## src/rtl/rom_loader_receiver_pkg.sv

```systemverilog
// Shared types and defaults for the ROM loader receive path.
// Used by the loader FSM and its bench.
package rom_loader_receiver_pkg;

  localparam int DEFAULT_DATA_WIDTH    = 16;
  localparam int DEFAULT_ADDRESS_WIDTH = 16;
  localparam int DEFAULT_SYNC_STAGES   = 2;

  typedef enum logic [1:0] {
    IDLE     = 2'd0,
    WAIT_SCK = 2'd1,
    WRITE    = 2'd2,
    ACK      = 2'd3
  } loader_state_e;

endpackage

```

## src/rtl/rom_loader_receiver_sync.sv

```systemverilog
// Multi-flop synchronizer for a single asynchronous level.
// The output is the last stage of the chain.
module signal_synchronizer #(
  parameter int STAGES = 2
) (
  input  logic clk,
  input  logic rst_n,
  input  logic d,
  output logic q
);

  logic [STAGES-1:0] sync_q;
  logic [STAGES-1:0] sync_d;

  // shift the raw level one stage per clock
  always_comb begin
    sync_d = {sync_q[STAGES-2:0], d};
  end

  // chain registers, cleared by reset
  always_ff @(posedge clk or negedge rst_n) begin
    if (!rst_n) begin
      sync_q <= '0;
    end else begin
      sync_q <= sync_d;
    end
  end

  assign q = sync_q[STAGES-1];

endmodule

```

## src/rtl/rom_loader_receiver.sv

```systemverilog
// SoC end of the ROM loading link: 4-phase word receive,
// write to the QSPI ROM controller, then acknowledge.
module rom_loader_receiver
  import rom_loader_receiver_pkg::*;
#(
  parameter int DATA_WIDTH    = DEFAULT_DATA_WIDTH,
  parameter int ADDRESS_WIDTH = DEFAULT_ADDRESS_WIDTH,
  parameter int SYNC_STAGES   = DEFAULT_SYNC_STAGES
) (
  input  logic                     clk,
  input  logic                     reset,
  input  logic                     rom_loader_load,
  input  logic                     rom_loader_sck,
  input  logic [DATA_WIDTH-1:0]    rom_loader_data,
  output logic                     rom_loader_ack,
  output logic                     mem_write_req,
  output logic [ADDRESS_WIDTH-1:0] mem_addr,
  output logic [DATA_WIDTH-1:0]    mem_wdata,
  input  logic                     mem_write_done,
  output logic                     loading,
  output logic [ADDRESS_WIDTH-1:0] word_count,
  output logic                     overflow
);

  logic load_s;
  logic sck_s;

  signal_synchronizer #(.STAGES(SYNC_STAGES)) u_load_sync (
    .clk   (clk),
    .rst_n (reset),
    .d     (rom_loader_load),
    .q     (load_s)
  );

  signal_synchronizer #(.STAGES(SYNC_STAGES)) u_sck_sync (
    .clk   (clk),
    .rst_n (reset),
    .d     (rom_loader_sck),
    .q     (sck_s)
  );

  loader_state_e             state_q, state_d;
  logic                      req_q, req_d;
  logic                      ack_q, ack_d;
  logic                      loading_q, loading_d;
  logic                      ovf_q, ovf_d;
  logic [ADDRESS_WIDTH-1:0]  addr_q, addr_d;
  logic [ADDRESS_WIDTH-1:0]  count_q, count_d;
  logic [DATA_WIDTH-1:0]     wdata_q, wdata_d;
  logic [ADDRESS_WIDTH:0]    addr_inc;

  // carry out of the address increment marks a wrap
  assign addr_inc = {1'b0, addr_q} + (ADDRESS_WIDTH+1)'(1);

  // next-state and registered-output logic for the loader FSM
  always_comb begin
    state_d   = state_q;
    req_d     = req_q;
    ack_d     = ack_q;
    loading_d = loading_q;
    ovf_d     = ovf_q;
    addr_d    = addr_q;
    count_d   = count_q;
    wdata_d   = wdata_q;
    unique case (state_q)
      IDLE: begin
        if (load_s) begin
          addr_d    = '0;
          count_d   = '0;
          ovf_d     = 1'b0;
          loading_d = 1'b1;
          state_d   = WAIT_SCK;
        end
      end
      WAIT_SCK: begin
        if (!load_s) begin
          loading_d = 1'b0;
          state_d   = IDLE;
        end else if (sck_s) begin
          wdata_d = rom_loader_data;
          req_d   = 1'b1;
          state_d = WRITE;
        end
      end
      WRITE: begin
        // a started write always runs to completion
        if (mem_write_done) begin
          req_d   = 1'b0;
          ack_d   = 1'b1;
          addr_d  = addr_inc[ADDRESS_WIDTH-1:0];
          count_d = count_q + ADDRESS_WIDTH'(1);
          if (addr_inc[ADDRESS_WIDTH]) begin
            ovf_d = 1'b1;
          end
          state_d = ACK;
        end
      end
      ACK: begin
        if (!load_s) begin
          ack_d     = 1'b0;
          loading_d = 1'b0;
          state_d   = IDLE;
        end else if (!sck_s) begin
          ack_d   = 1'b0;
          state_d = WAIT_SCK;
        end
      end
    endcase
  end

  // state and output registers
  always_ff @(posedge clk or negedge reset) begin
    if (!reset) begin
      state_q   <= IDLE;
      req_q     <= 1'b0;
      ack_q     <= 1'b0;
      loading_q <= 1'b0;
      ovf_q     <= 1'b0;
      addr_q    <= '0;
      count_q   <= '0;
      wdata_q   <= '0;
    end else begin
      state_q   <= state_d;
      req_q     <= req_d;
      ack_q     <= ack_d;
      loading_q <= loading_d;
      ovf_q     <= ovf_d;
      addr_q    <= addr_d;
      count_q   <= count_d;
      wdata_q   <= wdata_d;
    end
  end

  assign rom_loader_ack = ack_q;
  assign mem_write_req  = req_q;
  assign mem_addr       = addr_q;
  assign mem_wdata      = wdata_q;
  assign loading        = loading_q;
  assign word_count     = count_q;
  assign overflow       = ovf_q;

endmodule
```

## config.mk

```make
export PLATFORM = sky130hd
export DESIGN_NAME = rom_loader_receiver
export DESIGN_NICKNAME = d
export VERILOG_FILES = /design/src/rtl/rom_loader_receiver_pkg.sv /design/src/rtl/rom_loader_receiver_sync.sv /design/src/rtl/rom_loader_receiver.sv
export SDC_FILE = /design/constraint.sdc
export NUM_CORES = 1
export LEC_CHECK = 0
export CAP_MARGIN = 20
export CORE_MARGIN = 8
export CORE_UTILIZATION = 51
export DETAILED_ROUTE_END_ITERATION = 16
export GPL_TIMING_DRIVEN = 0
export PLACE_DENSITY = 0.84
export SETUP_SLACK_MARGIN = 0.5
export SLEW_MARGIN = 15
export SYNTH_ARGS = -nofsm -noshare
export SYNTH_HDL_FRONTEND = slang
export SYNTH_SLANG_ARGS = --single-unit
```

## constraint.sdc

```tcl
create_clock -name clk -period 3.5 [get_ports clk]
set_input_delay 1.05 -clock clk [delete_from_list [all_inputs] [get_ports clk]]
set_output_delay 1.05 -clock clk [all_outputs]
set_load 0.01 [all_outputs]
```

==> flow_summary.rst <==
.. list-table::
   :header-rows: 1

   * - Metric
     - Value
   * - Status
     - completed
   * - First-pass GRT wire length
     - 9860 µm
   * - Leading cell type in the layout, fill and taps excluded
     - sky130_fd_sc_hd__clkdlybuf4s50_1
   * - Final critical delay including setup and external delays
     - 2.45 ns
   * - Vias in the first global route
     - 2101
   * - Most frequent cells in the layout
     - sky130_fd_sc_hd__clkdlybuf4s50_1, sky130_fd_sc_hd__dfrtp_1, sky130_fd_sc_hd__nand2_1, sky130_fd_sc_hd__o21ai_0, sky130_fd_sc_hd__a21oi_1
   * - Chip height
     - 87.5 µm
   * - Aggregate global routing overflow
     - 0
   * - Number of maximum-capacitance violations
     - 0
   * - Count of input and output buffers
     - 71
   * - Hold Crit Depth
     - 0
   * - Static Leakage
     - 1.48 nW
   * - Avg Synthesized Cell Area
     - 10.8 µm²
   * - Sort of element at the end of the critical path
     - primary output
   * - FP Rows
     - 26
   * - Slowest cell delay on critical path
     - 0.59 ns
   * - Cell depth of the worst flop-to-flop path
     - 6
   * - Switching power share of the total
     - 0.309
   * - CTS Root Cell
     - sky130_fd_sc_hd__clkbuf_8
   * - Number of antenna violations at the first check in global routing
     - 0
   * - Final WS setup
     - 1.05 ns
   * - Weighted congestion at the end of routability-driven global placement
     - 0.785
   * - Total setup buffers inserted after CTS
     - 0
   * - Number of warning messages in the yosys log
     - 0
   * - Via count
     - 2119
   * - Number of sinks handled by clock tree synthesis
     - 58
   * - CTS H-tree lvls
     - 3
   * - Nets
     - 346
   * - Instance area at placement
     - 3400 µm²
   * - Cts hold-fix bufs
     - 0
   * - Total Neg Setup Slack
     - 0 ns
   * - Number of clock buffers inserted by TritonCTS
     - 9
   * - Type of the setup path with the least slack
     - reg2out
   * - Global routing usage summed across all routing layers
     - 0.167
   * - TritonCTS clock tree
     - done
   * - Worst reg2reg endpoint
     - word_count[6]
   * - Cells along the critical path
     - clkdlybuf4s50_1
   * - Type of the tightest min-delay check
     - reg2reg
   * - Largest net degree at the start of global routing
     - 59
   * - Ports placed on the boundary
     - 73
   * - Total count of hold-check failures in the final report
     - 0
   * - Remaining DRCs
     - 0
   * - Arrival @ worst endpoint
     - 1.40 ns
   * - Worst Path Max Fanout
     - 6
   * - Count of antenna diodes in the layout
     - 0
   * - Routed length per instance
     - 14.9 µm
   * - Sequential Power Share
     - 0.426
   * - Die Outline Area
     - 7650 µm²
   * - Final routed wirelength across all metal layers
     - 5920 µm
   * - Clock latency of the later-clocked register in the worst-skew pair
     - 0.33 ns
   * - Unrepaired setup endpoints after global routing
     - false
   * - Detail-routed via count per cell
     - 5.32
   * - Final number of setup-violating endpoints
     - 0
   * - Slowest stage cell, crit path
     - sky130_fd_sc_hd__clkdlybuf4s50_1
   * - Number of enable-type register cells in the synthesized netlist
     - 0
   * - Synth Instances
     - 241
   * - Synthesized flop and latch total
     - 58
   * - Combinational Power Share
     - 0.330
   * - Cell variety after synth
     - 35
   * - Max-slew headroom
     - 0.515
   * - Worst hold path endpoint
     - u_load_sync.sync_q[1]
   * - Pwr/cell area
     - 594 nW/µm²
   * - Post-detailed-route count of antenna-violating nets
     - 0
   * - Die width
     - 87.5 µm
   * - Post-route core utilization
     - 0.712
   * - Internal power
     - 1.46 mW
   * - CTS max path bufs
     - 2
   * - Slew Viols, Final
     - 0
   * - Worst-case clock skew
     - 0.00754 ns
   * - Sequential fraction of the synthesis area
     - 0.557
   * - Peak ir drop on the vdd network
     - 0.431 mV
   * - Final design instance area without fill
     - 3560 µm²
   * - Initial standard-cell utilization of the core
     - 0.520
   * - P_sw
     - 0.654 mW
   * - Post-Place Setup Slack
     - 0.945 ns
   * - Post-synth ARST share
     - 1.00
   * - Top delay family on crit path
     - buffers and inverters
   * - Synth-to-layout area growth
     - 36.8%
   * - Startpoint type of the worst setup path
     - flip-flop
   * - Launch instance of the worst min-delay path
     - u_load_sync.sync_q[0]
   * - Detailed placer's ending HPWL
     - 4280 µm
   * - Main flop type after synthesis
     - sky130_fd_sc_hd__dfrtp_1
   * - Placeable core region
     - 5010 µm²
   * - Ratio of cells with drive above 1 in the final layout
     - 0.122
   * - Flop2flop setup slack
     - 1.55 ns
   * - Gates resized, CTS repair
     - 0
   * - Post-Syn Area
     - 2600 µm²
   * - CP required
     - 2.45 ns
   * - Highest clock rate
     - 409 MHz
   * - Transition time at the pin with the least slew margin
     - 0.728 ns
   * - Overall Power
     - 2.12 mW
   * - Number of buffers and inverters on the critical path
     - 1
   * - Synthesized net count
     - 264
   * - Initial DRC count
     - 48
   * - Number of search-and-repair iterations in the first detailed-routing pass
     - 5
   * - Relative contribution of the clock network to total power
     - 0.244
   * - Final period utilization
     - 0.699
   * - Clock-pin slew reported for the worst setup and hold paths after clock tree synthesis
     - 0.06 ns
## layer usage
metal  GRT usage  share of wire
met1       0.190           0.42
met2       0.249           0.45
met3      0.0868           0.11
met4      0.0859          0.013
met5           0              0
## registers in the layout, summed over array words and instances (netlist names), named ones only
signal              flops
mem_addr               16
mem_wdata              16
word_count             16
u_load_sync.sync_q      2
u_sck_sync.sync_q       2
loading                 1
mem_write_req           1
overflow                1
rom_loader_ack          1
state_q                 1
## synth_stat cells, types with 2 or more instances
cell type                   n  area share
sky130_fd_sc_hd__a21oi_1   18       0.035
sky130_fd_sc_hd__and4_1     3       0.010
sky130_fd_sc_hd__buf_2      5      0.0096
sky130_fd_sc_hd__clkbuf_1   4      0.0058
sky130_fd_sc_hd__dfrtp_1   58        0.56
sky130_fd_sc_hd__ha_1       2      0.0096
sky130_fd_sc_hd__inv_1      5      0.0072
sky130_fd_sc_hd__mux2_2    17       0.073
sky130_fd_sc_hd__nand2_1   21       0.030
sky130_fd_sc_hd__nand3_1   11       0.021
sky130_fd_sc_hd__nand3b_1   3      0.0086
sky130_fd_sc_hd__nand4_1    8       0.019
sky130_fd_sc_hd__nor2_1    15       0.022
sky130_fd_sc_hd__nor3_1     2      0.0038
sky130_fd_sc_hd__nor4_1     4      0.0096
sky130_fd_sc_hd__nor4b_1    2      0.0067
sky130_fd_sc_hd__o21ai_0   18       0.035
sky130_fd_sc_hd__o31ai_1    5       0.014
sky130_fd_sc_hd__or3_1     10       0.024
sky130_fd_sc_hd__or4_1      4       0.012
sky130_fd_sc_hd__xnor2_1    7       0.024
sky130_fd_sc_hd__xor2_1     6       0.020
## power by group through the flow
stage          Combinational (mW)  Sequential [mW]  Clock [mW]
6_report                    0.699            0.902       0.516
3_3_place_gp                0.698            0.905           0
5_1_grt                     0.770            0.919       0.563
3_5_place_dp                0.703            0.913           0
2_1_floorplan               0.269            0.967           0
4_1_cts                     0.709            0.903       0.532
## through the flow
stage               hold WS [ns]  cells
finish                     0.347    398
global route               0.359    398
CTS                        0.350    398
detailed placement         0.336    382
global placement           0.332    382
floorplan                  0.331    241
## worst max path at each step
stage,to,depth (start not counted),start,slack [ns]
4_1_cts,word_count[3],1,word_count[3],1.04
3_3_place_gp,mem_wdata[14],1,reset,-0.43
2_1_floorplan,word_count[14],5,mem_write_done,1.09
6_report,word_count[3],1,word_count[3],1.05
5_1_grt,word_count[3],1,word_count[3],1.01
3_5_place_dp,word_count[15],5,mem_write_done,0.95
## final cells by class
| cell class | instances | area [µm²] |
|---|---|---|
| plain buffers | 11 | 48.8 |
| inverters | 5 | 18.8 |
| flip-flops and latches | 58 | 1450 |
| clock inverters | 3 | 15.0 |
| fillers | 401 | 1450 |
| repair buffers | 71 | 708 |
| well taps | 70 | 87.6 |
| clock buffers | 13 | 149 |
| multi-input cells | 167 | 1090 |
## cell families after synthesis
| kind of cell | share of synthesized area |
|---|---|
| XOR/XNOR | 0.0437 |
| multiplexers | 0.0773 |
| buffers and inverters | 0.0259 |
| AO/OA/AOI/OAI | 0.0898 |
| adder cells (fa/ha/maj) | 0.00960 |
| AND/OR/NAND/NOR | 0.196 |
| flip-flops | 0.557 |
Power figures use the tool's default switching activity.
